[src/rtl/multi_control.sv]
// Multi-cycle main control FSM: sequences fetch/decode/execute/memory/writeback,
// drives datapath selects and enables, and counts retired instructions.
module multi_control #(
    parameter int         CNT_W    = 16,
    parameter logic [5:0] OP_RTYPE = 6'b000000,
    parameter logic [5:0] OP_LW    = 6'b100011,
    parameter logic [5:0] OP_SW    = 6'b101011,
    parameter logic [5:0] OP_BEQ   = 6'b000100,
    parameter logic [5:0] OP_J     = 6'b000010,
    parameter logic [5:0] OP_ADDI  = 6'b001000
) (
    input  logic             clk,
    input  logic             rst,
    input  logic [5:0]       op,
    input  logic             zero,
    input  logic             mem_ready,
    output logic             pc_en,
    output logic             pcwrite,
    output logic             pcwritecond,
    output logic             iord,
    output logic             memread,
    output logic             memwrite,
    output logic             irwrite,
    output logic             memtoreg,
    output logic             regdst,
    output logic             regwrite,
    output logic             alusrca,
    output logic [1:0]       alusrcb,
    output logic [1:0]       aluop,
    output logic [1:0]       pcsource,
    output logic             illegal,
    output logic             done,
    output logic [3:0]       state,
    output logic [CNT_W-1:0] instr_count
);

    typedef enum logic [3:0] {
        S_FETCH  = 4'd0,
        S_DECODE = 4'd1,
        S_MEMADR = 4'd2,
        S_MEMRD  = 4'd3,
        S_MEMWB  = 4'd4,
        S_MEMWR  = 4'd5,
        S_EXEC   = 4'd6,
        S_RWB    = 4'd7,
        S_BRANCH = 4'd8,
        S_JUMP   = 4'd9,
        S_ADDIEX = 4'd10,
        S_ADDIWB = 4'd11
    } state_t;

    state_t           state_reg;
    state_t           state_next;
    logic [CNT_W-1:0] count_reg;

    // State register; reset returns to FETCH without waiting for a clock edge
    always_ff @(posedge clk or posedge rst) begin
        if (rst) begin
            state_reg <= S_FETCH;
        end else begin
            state_reg <= state_next;
        end
    end

    // Retired-instruction counter, wraps naturally at all-ones
    always_ff @(posedge clk or posedge rst) begin
        if (rst) begin
            count_reg <= '0;
        end else if (done) begin
            count_reg <= count_reg + CNT_W'(1);
        end
    end

    // Next-state and Moore outputs, plus mem_ready-qualified enables
    always_comb begin
        state_next  = S_FETCH;
        pcwrite     = 1'b0;
        pcwritecond = 1'b0;
        iord        = 1'b0;
        memread     = 1'b0;
        memwrite    = 1'b0;
        irwrite     = 1'b0;
        memtoreg    = 1'b0;
        regdst      = 1'b0;
        regwrite    = 1'b0;
        alusrca     = 1'b0;
        alusrcb     = 2'b00;
        aluop       = 2'b00;
        pcsource    = 2'b00;
        illegal     = 1'b0;
        done        = 1'b0;

        case (state_reg)
            S_FETCH: begin
                memread = 1'b1;
                alusrcb = 2'b01;
                if (mem_ready) begin
                    irwrite    = 1'b1;
                    pcwrite    = 1'b1;
                    state_next = S_DECODE;
                end else begin
                    state_next = S_FETCH;
                end
            end
            S_DECODE: begin
                // Speculatively compute the branch target while decoding
                alusrcb = 2'b11;
                if (op == OP_LW || op == OP_SW) begin
                    state_next = S_MEMADR;
                end else if (op == OP_RTYPE) begin
                    state_next = S_EXEC;
                end else if (op == OP_BEQ) begin
                    state_next = S_BRANCH;
                end else if (op == OP_J) begin
                    state_next = S_JUMP;
                end else if (op == OP_ADDI) begin
                    state_next = S_ADDIEX;
                end else begin
                    illegal    = 1'b1;
                    state_next = S_FETCH;
                end
            end
            S_MEMADR: begin
                alusrca    = 1'b1;
                alusrcb    = 2'b10;
                state_next = (op == OP_LW) ? S_MEMRD : S_MEMWR;
            end
            S_MEMRD: begin
                memread    = 1'b1;
                iord       = 1'b1;
                state_next = mem_ready ? S_MEMWB : S_MEMRD;
            end
            S_MEMWB: begin
                regwrite   = 1'b1;
                memtoreg   = 1'b1;
                done       = 1'b1;
                state_next = S_FETCH;
            end
            S_MEMWR: begin
                memwrite = 1'b1;
                iord     = 1'b1;
                if (mem_ready) begin
                    done       = 1'b1;
                    state_next = S_FETCH;
                end else begin
                    state_next = S_MEMWR;
                end
            end
            S_EXEC: begin
                alusrca    = 1'b1;
                aluop      = 2'b10;
                state_next = S_RWB;
            end
            S_RWB: begin
                regwrite   = 1'b1;
                regdst     = 1'b1;
                done       = 1'b1;
                state_next = S_FETCH;
            end
            S_BRANCH: begin
                alusrca     = 1'b1;
                aluop       = 2'b11;
                pcwritecond = 1'b1;
                pcsource    = 2'b01;
                done        = 1'b1;
                state_next  = S_FETCH;
            end
            S_JUMP: begin
                pcwrite    = 1'b1;
                pcsource   = 2'b10;
                done       = 1'b1;
                state_next = S_FETCH;
            end
            S_ADDIEX: begin
                alusrca    = 1'b1;
                alusrcb    = 2'b10;
                state_next = S_ADDIWB;
            end
            S_ADDIWB: begin
                regwrite   = 1'b1;
                done       = 1'b1;
                state_next = S_FETCH;
            end
            default: begin
                // Unused encodings recover to FETCH with everything quiet
                state_next = S_FETCH;
            end
        endcase

        // While reset is held the state already reads FETCH; silence its
        // requests and enables so nothing reaches memory or the PC
        if (rst) begin
            memread  = 1'b0;
            irwrite  = 1'b0;
            pcwrite  = 1'b0;
            done     = 1'b0;
            illegal  = 1'b0;
        end
    end

    assign pc_en       = pcwrite | (pcwritecond & zero);
    assign state       = state_reg;
    assign instr_count = count_reg;

endmodule

[config.mk]
export PLATFORM = sky130hd
export DESIGN_NAME = multi_control
export DESIGN_NICKNAME = d
export VERILOG_FILES = /design/src/rtl/multi_control.sv
export SDC_FILE = /design/constraint.sdc
export NUM_CORES = 1
export LEC_CHECK = 0
export ABC_AREA = 1
export BUFFER_PORTS_ARGS = -buffer_cell sky130_fd_sc_hd__clkbuf_2
export CORE_MARGIN = 5
export CORE_UTILIZATION = 37
export DETAILED_ROUTE_END_ITERATION = 8
export GPL_TIMING_DRIVEN = 0
export PLACE_DENSITY = 0.6
export SLEW_MARGIN = 20
export SYNTH_ARGS = -nofsm -noshare
export SYNTH_HDL_FRONTEND = slang
export SYNTH_SLANG_ARGS = --single-unit
[constraint.sdc]
create_clock -name clk -period 2.8 [get_ports clk]
set_clock_uncertainty 0.05 [all_clocks]
set_input_delay 0.42 -clock clk [delete_from_list [all_inputs] [get_ports clk]]
set_output_delay 0.42 -clock clk [all_outputs]
set_load 0.005 [all_outputs]
==> metrics.md, run 1 <==
| Metric | Value |
|---|---|
| Synth top area cells | `dfrtp_1 (33%), nand2_1 (25%), nor2_1 (7.8%)` |
| CTS tree | `done` |
| CTS resizes | `0` |
| Vias in the first global route | `1602` |
| Share of Yosys cell area claimed by the top area cell type | `0.327` |
| Simple logic cell fraction of the synthesized area | `0.505` |
| Max-slew violation count | `0` |
| Starting Density | `0.383` |
| Register area share after synthesis | `0.327` |
| CP Data Required Time | `2.33 ns` |
| Setup TNS | `0 ns` |
| Core Region | `4000 sq um` |
| CP Launch Type | `flop` |
| CTS Root Cell | `clkbuf_8` |
| Share of cells above drive strength 1 | `0.231` |
| Max Freq | `467 MHz` |
| Routed len/inst | `11.9 microns` |
| Synth Area in Adders | `0.00817` |
| Setup crit end kind | `primary output` |
| Hold slack | `0.423 ns` |
| Synth-to-Final Area Change | `23.4%` |
| Worst setup margin | `0.659 ns` |
| Max-cap violations | `0` |
| DP Cell Count | `345` |
| Yosys reg bits | `20` |
| Max reg flops | `16` |
| Synthesized area | `1530 sq um` |
| H-tree depth | `1` |
| Largest net degree at the start of global routing | `30` |
| Commonest non-fill, non-tap cell in the layout | `nand2_1` |
| Crit-path slowest cell | `dfrtp_1` |
| Total global routing overflow | `0` |
| I/O Buffers | `48` |
| Status | `finished, final reports clean` |
| Total Routing Usage GR | `0.158` |
| Critical Path AT | `1.67 ns` |
| Dpl hpwl | `3.22 mm` |
| Final setup fails | `0` |
| Routed WL | `4.16 mm` |
| Setup Slack @ Placement | `0.901 ns` |
| Initial DRC Count | `76` |
| CP max stage delay | `0.44 ns` |
| Final ANT Viol Nets | `0` |
| Synthesized Nets | `258` |
| VDD IR max | `0.291 mV` |
| Post-Layout Cell Count | `349` |
| Synth Area in XOR/XNOR | `0.0229` |
| Min-Delay Path Class | `in -> reg` |
| Synth warn | `0` |
| Unique cell type count in the Yosys netlist | `28` |
| Clock Tree Buf Depth | `2` |
| Fin crit share | `0.765` |
| Die X | `74.3 microns` |
| Area leader, netlist | `dfrtp_1` |
| Crit-path cells | `nor2_1, inv_1, nor2_2, nand2_1, nor3_1, clkbuf_2` |
| Register area | `500 sq um` |
| Post-CTS setup buffers | `0` |
| DR vias | `1723` |
| CTS buffer count | `3` |
| Multiplexer area fraction after synthesis | `0` |
| Crit-path max FO | `5` |
| Global placer's final weighted congestion | `0.896` |
| Synth Area in Compound Gates | `0.0539` |
| PwrDens | `430 nW/um^2` |
| Main combinational cell family by area after synthesis | `simple AND/OR/NAND/NOR gates` |
| Initial antenna violation count | `0` |
| Vias per std cell | `4.94` |
| Most frequent cells in the layout | `nand2_1 (101), clkbuf_2 (49), nor2_1 (32)` |
| Reg clk slew, reported paths | `0.07 ns` |
| Num Clock Sinks | `20` |
| Post-layout minimum cycle time | `2.14 ns` |
| R2R Setup Slk | `1.17 ns` |
| Final hold viol count | `0` |
| Slew headroom | `0.548` |
| Static Leak | `1.08 nW` |
| Die area | `5530 sq um` |
| Actual slew at the worst max-slew pin | `0.678 ns` |
| Cts hold-fix bufs | `0` |
| Drc violations | `0` |
| Drt pass-1 iters | `4` |
| Fillers | `450` |
| RSZ-0062 raised after global routing | `no` |
| Ant diodes | `0` |
| Nets@finish | `311` |
| Boundary Pins | `49` |
| Row count | `23` |
| Skew-Pair Late Insertion Delay | `0.26 ns` |
| Multi-input logic area | `903 sq um` |
| Mapped Cells | `247` |
| Kind of critical path | `reg -> out` |
| First-pass GRT wire length | `7.00 mm` |
| Die Height | `74.3 microns` |
| Mean Syn Cell Area | `6.20 sq um` |
worst max-delay path, delay by kind of cell, from the launching register on:
family,cells,cell delay [ns]
flops,1,0.44
buf+inv,2,0.29
simple gates,4,0.70
kinds of logic (layout without fill, tap and decap cells):
family | count (synthesis) | count (layout)
XOR/XNOR | 4 | 4
AO/OA/AOI/OAI | 14 | 14
AND/OR/NAND/NOR | 179 | 179
flip-flops | 20 | 20
adder cells (fa/ha/maj) | 1 | 1
buffers and inverters | 29 | 81
final timing paths:
| path | to | cells past startpoint | from |
|---|---|---|---|
| worst max-delay path | illegal | 6 | state[2] |
| worst min-delay path | state[0] | 2 | mem_ready |
| worst max register to register | instr_count[14] | 8 | instr_count[0] |
| worst min register to register | instr_count[1] | 2 | instr_count[1] |
| max in group asynchronous | instr_count[4] | 3 | rst |
| min in group asynchronous | instr_count[14] | 3 | rst |
final cells by class:
| cell class | count | share of cell area |
|---|---|---|
| well taps | 50 | 0.0331 |
| repair buffers | 48 | 0.127 |
| clock buffers | 4 | 0.0291 |
| plain buffers | 5 | 0.0205 |
| inverters | 24 | 0.0477 |
| multi-input cells | 198 | 0.478 |
| flip-flops and latches | 20 | 0.265 |
stage by stage:
| stage | instance area, sq um | util | total power, mW |
|---|---|---|---|
| final | 1890 | 0.473 | 0.814 |
| after global placement | 1830 | 0.459 | 0.594 |
| after CTS | 1890 | 0.473 | 0.826 |
| after detailed placement | 1840 | 0.459 | 0.595 |
| after floorplan | 1530 | - | 0.499 |
| after global routing | 1890 | 0.473 | 0.875 |
power by group:
part	switching, mW	internal [mW]
Clock	0.101	0.125
Sequential	0.0405	0.316
Combinational	0.140	0.0908
Total	0.282	0.532
synthesized netlist by cell type:
cell type	count
nand2_1	101
nor2_1	32
nand3_1	23
dfrtp_1	20
inv_1	20
nand4_1	8
o21ai_0	7
nand3b_1	5
nor2_2	4
buf_4	3
inv_2	3
xor2_1	3
nand2_2	2
nand2_4	2
a211oi_1	1
a21o_1	1
a21oi_1	1
a21oi_2	1
buf_6	1
clkbuf_1	1
clkinv_1	1
ha_1	1
nor3_1	1
o211ai_1	1
o21ai_1	1
o22ai_1	1
or2_0	1
xnor2_1	1
routing by layer:
layer	global-route usage	vias up	part of all wire	routed length, microns
li1	-	890	-	-
met2	0.277	46	0.48	2010
met4	0.0296	0	0.0070	29
met5	0	-	0	0
met3	0.0284	2	0.049	203
met1	0.207	785	0.46	1910
No activity file was read; power rests on OpenSTA's default activity.
==> run 2, diff against run 1 <==
- clock period: 2.8 -> 2.1 ns (I/O delays scaled with it)
==> run 2 against run 1 <==
Cell area rose by 0.73%. Clock power is 33% higher. Power increased by 34%. Critical path depth did not move. Combinational power is 35% higher. Core utilization rose by 0.34 points. Register-to-register slack got worse by 0.72 ns. Hold slack worse by 0.10 ns. Critical endpoint unchanged.
==> metrics.md, run 2 (synthesized netlist as in run 1, its figures left out) <==
| Metric | Value |
|---|---|
| Total Routing Usage GR | `0.158 (unchanged)` |
| R2R depth | `8 (unchanged)` |
| DR vias | `1719 (was 1723)` |
| Max-cap violations | `0 (unchanged)` |
| H-tree depth | `1 (unchanged)` |
| Hold depth | `2 (unchanged)` |
| Final ANT Viol Nets | `0 (unchanged)` |
| Crit-path cells | `nor2_4, inv_1, nor2_2, nand2_1, nor3_1, clkbuf_2 (was nor2_1, inv_1, nor2_2, nand2_1, nor3_1, clkbuf_2)` |
| Core Region | `4000 sq um (unchanged)` |
| Commonest non-fill, non-tap cell in the layout | `nand2_1 (unchanged)` |
| Hold slack | `0.320 ns (was 0.423 ns)` |
| DR WL met2 | `2.05 mm (was 2.01 mm)` |
| Reg clk slew, reported paths | `0.07 ns (about the same)` |
| Routed len/inst | `12.1 microns (was 11.9 microns)` |
| Skew-Pair Late Insertion Delay | `0.26 ns (about the same)` |
| Die area | `5530 sq um (unchanged)` |
| Die X | `74.3 microns (unchanged)` |
| R2R Setup Slk | `0.45 ns (was 1.17 ns)` |
| Initial antenna violation count | `0 (unchanged)` |
| Crit-path max FO | `5 (unchanged)` |
| Final hold viol count | `0 (unchanged)` |
| Post-layout minimum cycle time | `1.94 ns` |
| M1 wire length | `1.95 mm (was 1.91 mm)` |
| Clock Tree Buf Depth | `2 (unchanged)` |
| Ant diodes | `0 (unchanged)` |
| RSZ-0062 raised after global routing | `no (unchanged)` |
| Die Height | `74.3 microns (unchanged)` |
| Global placer's final weighted congestion | `0.896 (unchanged)` |
| Most frequent cells in the layout | `nand2_1 (101), clkbuf_2 (49), nor2_1 (30) (was nand2_1 (101), clkbuf_2 (49), nor2_1 (32))` |
| Max Freq | `516 MHz` |
| VDD IR max | `0.387 mV (was 0.291 mV)` |
| Power consumption | `1.09 mW (was 0.814 mW)` |
| Dpl hpwl | `3.22 mm (unchanged)` |
| Drc violations | `0 (unchanged)` |
| Hold EP | `state[0] (unchanged)` |
| Vias per std cell | `4.93 (was 4.94)` |
| Vias in the first global route | `1602 (unchanged)` |
| Row count | `23 (unchanged)` |
| PwrDens | `573 nW/um^2 (was 430 nW/um^2)` |
| Kind of critical path | `reg -> out (unchanged)` |
| Critical Path AT | `1.57 ns (was 1.67 ns)` |
| Slew headroom | `0.549 (was 0.548)` |
| Total global routing overflow | `0 (unchanged)` |
| CTS Root Cell | `clkbuf_8 (unchanged)` |
| Critical R2R Launch | `instr_count[0] (unchanged)` |
| Max reg flops | `16 (unchanged)` |
| FF-to-FF End | `instr_count[14] (unchanged)` |
| Placed instance area | `1840 sq um (unchanged)` |
| I/O Buffers | `48 (unchanged)` |
| Fin crit share | `0.923` |
| Actual slew at the worst max-slew pin | `0.677 ns (was 0.678 ns)` |
| Crit-path slowest cell | `dfrtp_1 (unchanged)` |
| Largest net degree at the start of global routing | `30 (unchanged)` |
| Initial DRC Count | `80 (was 76)` |
| Nets@finish | `311 (unchanged)` |
| Highest routed layer | `met4 (unchanged)` |
| Setup crit end kind | `primary output (unchanged)` |
| CP Data Required Time | `1.74 ns (was 2.33 ns)` |
| CTS tree | `done (unchanged)` |
| First-pass GRT wire length | `7.00 mm (unchanged)` |
| Design Area, Final | `1900 sq um (was 1890 sq um)` |
| WL met3 | `170 microns (was 203 microns)` |
| Boundary Pins | `49 (unchanged)` |
| Cts hold-fix bufs | `0 (unchanged)` |
| Drt pass-1 iters | `4 (unchanged)` |
| CP Launch Type | `flop (unchanged)` |
| Num Clock Sinks | `20 (unchanged)` |
| Final setup fails | `0 (unchanged)` |
| Synth-to-Final Area Change | `24.3% (was 23.4%)` |
| Hold path start | `mem_ready (unchanged)` |
| CTS buffer count | `3 (unchanged)` |
| Status | `finished, final reports clean (unchanged)` |
| Fillers | `447 (was 450)` |
| Routed WL | `4.21 mm (was 4.16 mm)` |
| Min-Delay Path Class | `in -> reg (unchanged)` |
| Static Leak | `1.08 nW (about the same)` |
| Share of cells above drive strength 1 | `0.241 (was 0.231)` |
| Starting Density | `0.383 (unchanged)` |
| CP max stage delay | `0.47 ns (was 0.44 ns)` |
| Max-slew violation count | `0 (unchanged)` |
==> run 2: cell count changes in the layout (fill, tap and decap cells not counted) <==
cell and delta:
o21ai_0 -1, nor2_4 +1, o21ai_2 +1, nor2_2 +1, nor2_1 -2
==> run 2: per-stage QoR <==
step | setup WS, ns | utilization | cells | TNS, ns
after detailed placement | 0.306 | 0.459 | 345 | 0
final | 0.161 | 0.476 | 349 | 0
after global routing | 0.0215 | 0.476 | 349 | 0
after floorplan | 0.480 | - | 247 | 0
after CTS | 0.0600 | 0.473 | 349 | 0
after global placement | -0.120 | 0.459 | 345 | -1.01
==> run 2: metal layers <==
layer  vias to the layer above  GRT usage
met5                         -          0
met4                         0     0.0296
met2                        37      0.277
met3                         2     0.0284
li1                        893          -
met1                       787      0.207
==> run 2: cell type report <==
class / count / area (sq um) / area share
clock buffer: 4 / 55.1 / 0.0289
inverter: 24 / 90.1 / 0.0473
multi-input combinational: 198 / 917 / 0.482
buffer: 5 / 38.8 / 0.0204
sequential: 20 / 500 / 0.263
timing repair buffer: 48 / 240 / 0.126
tap: 50 / 62.6 / 0.0329
==> run 2: worst max-delay path: cells and delay by family (launching register included) <==
kind	cells	cell delay, ns
buffers and inverters	2	0.25
and+or+nand+nor	4	0.61
DFF	1	0.47
==> run 2: report_power, final <==
part / switching [mW] / total [mW] / internal, mW
logic: 0.189 / 0.312 / 0.123
clock network: 0.134 / 0.301 / 0.167
registers: 0.0558 / 0.478 / 0.422
==> run 2: how the worst max path moves through the flow <==
stage                  start         endpoint  slack, ns  cells after the start
floorplan                rst  instr_count[10]       0.48                      4
global placement         rst   instr_count[2]      -0.12                      5
detailed placement       rst   instr_count[1]       0.31                      5
CTS                 state[2]          illegal       0.06                      6
global route        state[2]          illegal       0.02                      6
finish              state[2]          illegal       0.16                      6
==> run 2: timing repair <==
action                     CTS  global route
resized for setup            0             5
setup buffers                0             0
setup endpoints to repair    0             4
==> run 3, diff against run 2 <==
- CAP_MARGIN: default -> 20
- CORE_UTILIZATION: 37 -> 41
- PLACE_DENSITY: 0.6 -> 0.66
==> run 3 against run 2 <==
Register-to-register slack about the same. Core utilization up 4.6 points. Combinational power down 2%. Sequential power about the same. Power down 0.99%. Final cell count down 0.57%. First-iteration DRC count up 34%. Critical endpoint is now pc_en.
==> metrics.md, run 3 (synthesized netlist as in run 1, its figures left out) <==
| Metric | Value |
|---|---|
| Status | `finished, final reports clean (unchanged)` |
| Die area | `5060 sq um (was 5530 sq um)` |
| Gr busiest metal | `met2 (unchanged)` |
| Share of cells above drive strength 1 | `0.237 (was 0.241)` |
| Total Routing Usage GR | `0.158 (about the same)` |
| First-pass GRT wire length | `6.60 mm (was 7.00 mm)` |
| Drt pass-1 iters | `4 (unchanged)` |
| Nets@finish | `311 (unchanged)` |
| Fin crit share | `0.923 (about the same)` |
| Global placer's final weighted congestion | `0.920 (was 0.896)` |
| Ant diodes | `0 (unchanged)` |
| Min-Delay Path Class | `in -> reg (unchanged)` |
| GR met2 Demand/Resource | `0.266 (was 0.277)` |
| Worst setup margin | `0.162 ns (was 0.161 ns)` |
| Met3 Use GR | `0.0142 (was 0.0284)` |
| Largest net degree at the start of global routing | `30 (unchanged)` |
| Drc violations | `0 (unchanged)` |
| Cts hold-fix bufs | `0 (unchanged)` |
| Critical Path AT | `1.57 ns (about the same)` |
| Final setup fails | `0 (unchanged)` |
| Cell mode on critical path | `inv_1` |
| Crit-path max FO | `5 (unchanged)` |
| Kind of critical path | `reg -> out (unchanged)` |
| RSZ-0062 raised after global routing | `no (unchanged)` |
| Static Leak | `1.08 nW (about the same)` |
| Setup crit end kind | `primary output (unchanged)` |
| Commonest non-fill, non-tap cell in the layout | `nand2_1 (unchanged)` |
| DR vias | `1709 (was 1719)` |
| Clock Tree Buf Depth | `2 (unchanged)` |
| CTS tree | `done (unchanged)` |
| CP Launch Type | `flop (unchanged)` |
| Skew-Pair Late Insertion Delay | `0.26 ns (about the same)` |
| Starting Density | `0.421 (was 0.383)` |
| PwrDens | `569 nW/um^2 (was 573 nW/um^2)` |
| Synth-to-Final Area Change | `23.9% (was 24.3%)` |
| Max reg flops | `16 (unchanged)` |
| Max Freq | `516 MHz (about the same)` |
| Actual slew at the worst max-slew pin | `0.664 ns (was 0.677 ns)` |
| Most frequent cells in the layout | `nand2_1 (101), clkbuf_2 (49), nor2_1 (30) (unchanged)` |
| Core Region | `3630 sq um (was 4000 sq um)` |
| Row count | `22 (was 23)` |
| H-tree depth | `1 (unchanged)` |
| I/O Buffers | `48 (unchanged)` |
| Routed WL | `3.90 mm (was 4.21 mm)` |
| Total global routing overflow | `0 (unchanged)` |
| Post-Layout Cell Count | `347 (was 349)` |
| Placed instance area | `1830 sq um (was 1840 sq um)` |
| Boundary Pins | `49 (unchanged)` |
| Design Area, Final | `1900 sq um (about the same)` |
| Initial antenna violation count | `0 (unchanged)` |
| Dpl hpwl | `3.09 mm (was 3.22 mm)` |
| CTS buffer count | `3 (unchanged)` |
| Routed len/inst | `11.2 microns (was 12.1 microns)` |
| Slew headroom | `0.557 (was 0.549)` |
| Met1 global-route usage | `0.211 (was 0.207)` |
| CP max stage delay | `0.43 ns (was 0.47 ns)` |
| Final hold viol count | `0 (unchanged)` |
| Post-layout minimum cycle time | `1.94 ns (about the same)` |
| Vias per std cell | `4.93 (about the same)` |
| Setup Slack @ Placement | `0.289 ns (was 0.306 ns)` |
| Final design utilization | `0.522 (was 0.476)` |
| VDD IR max | `0.282 mV (was 0.387 mV)` |
| Die Height | `71.1 microns (was 74.3 microns)` |
| Vias in the first global route | `1523 (was 1602)` |
| Num Clock Sinks | `20 (unchanged)` |
| Initial DRC Count | `107 (was 80)` |
| CP Data Required Time | `1.74 ns (about the same)` |
| Crit-path cells | `inv_1, nand2_1, inv_1, nand3_1, o21ai_0, a21o_1, clkbuf_2 (was nor2_4, inv_1, nor2_2, nand2_1, nor3_1, clkbuf_2)` |
| Reg clk slew, reported paths | `0.08 ns (was 0.07 ns)` |
| CTS Root Cell | `clkbuf_8 (unchanged)` |
| Max-cap violations | `0 (unchanged)` |
| Final ANT Viol Nets | `0 (unchanged)` |
| Crit-path slowest cell | `dfrtp_1 (unchanged)` |
| Die X | `71.1 microns (was 74.3 microns)` |
| Max-slew violation count | `0 (unchanged)` |
| DP Cell Count | `343 (was 345)` |
==> run 3: changes by cell type in the layout (fill, tap and decap cells not counted) <==
cell,delta
o21ai_2,-1
o21ai_0,+1
==> run 3: what timing repair did <==
item	in CTS	in global routing
endpoints found under the setup margin	0	2
endpoints found under the hold margin	0	0
buffers inserted	0	0
gates resized for setup	0	3
==> run 3: area by class of cell <==
class,instances,area [sq um]
buffer,5,38.8
fill,357,1740
tap,48,60.1
multi-input combinational,198,913
sequential,20,500
clock buffer,4,55.1
inverter,24,90.1
timing repair buffer,48,240
==> run 3: worst paths after layout <==
| check | from | end | slack, ns | cells after the start |
|---|---|---|---|---|
| hold / removal | mem_ready | state[0] | 0.29 | 2 |
| max in group asynchronous | rst | instr_count[9] | 1.12 | 3 |
| hold reg to reg | instr_count[1] | instr_count[1] | 0.49 | 2 |
| setup / recovery | state[1] | pc_en | 0.16 | 7 |
| setup reg to reg | instr_count[0] | instr_count[10] | 0.45 | 8 |
| min in group asynchronous | rst | state[3] | 0.44 | 3 |
==> run 3: metal layers <==
layer / wire length (microns) / part of all wire / vias up
met2: 1890 / 0.48 / 44
met3: 143 / 0.037 / 4
li1: - / - / 887
met5: 0 / 0 / -
met1: 1820 / 0.47 / 774
met4: 46 / 0.012 / 0
==> run 3: per-stage QoR <==
step           setup TNS (ns)  hold slack, ns  total power [mW]
2_1_floorplan               0           0.390             0.666
3_3_place_gp           -0.937           0.469             0.786
3_5_place_dp                0           0.478             0.787
4_1_cts                     0           0.280              1.09
5_1_grt                     0           0.319              1.15
6_report                    0           0.289              1.08
==> run 3: critical path, delay by kind of cell, from the launching register on <==
kind / cells / cell delay, ns
DFF: 1 / 0.43
AOI/OAI and AO/OA: 2 / 0.34
buffers and inverters: 3 / 0.34
and+or+nand+nor: 2 / 0.21
==> run 3: report_power, final <==
| part | leakage, nW | switching [mW] | internal, mW |
|---|---|---|---|
| clock network | 0.0288 | 0.134 | 0.167 |
| logic | 0.779 | 0.183 | 0.122 |
| registers | 0.272 | 0.0531 | 0.422 |
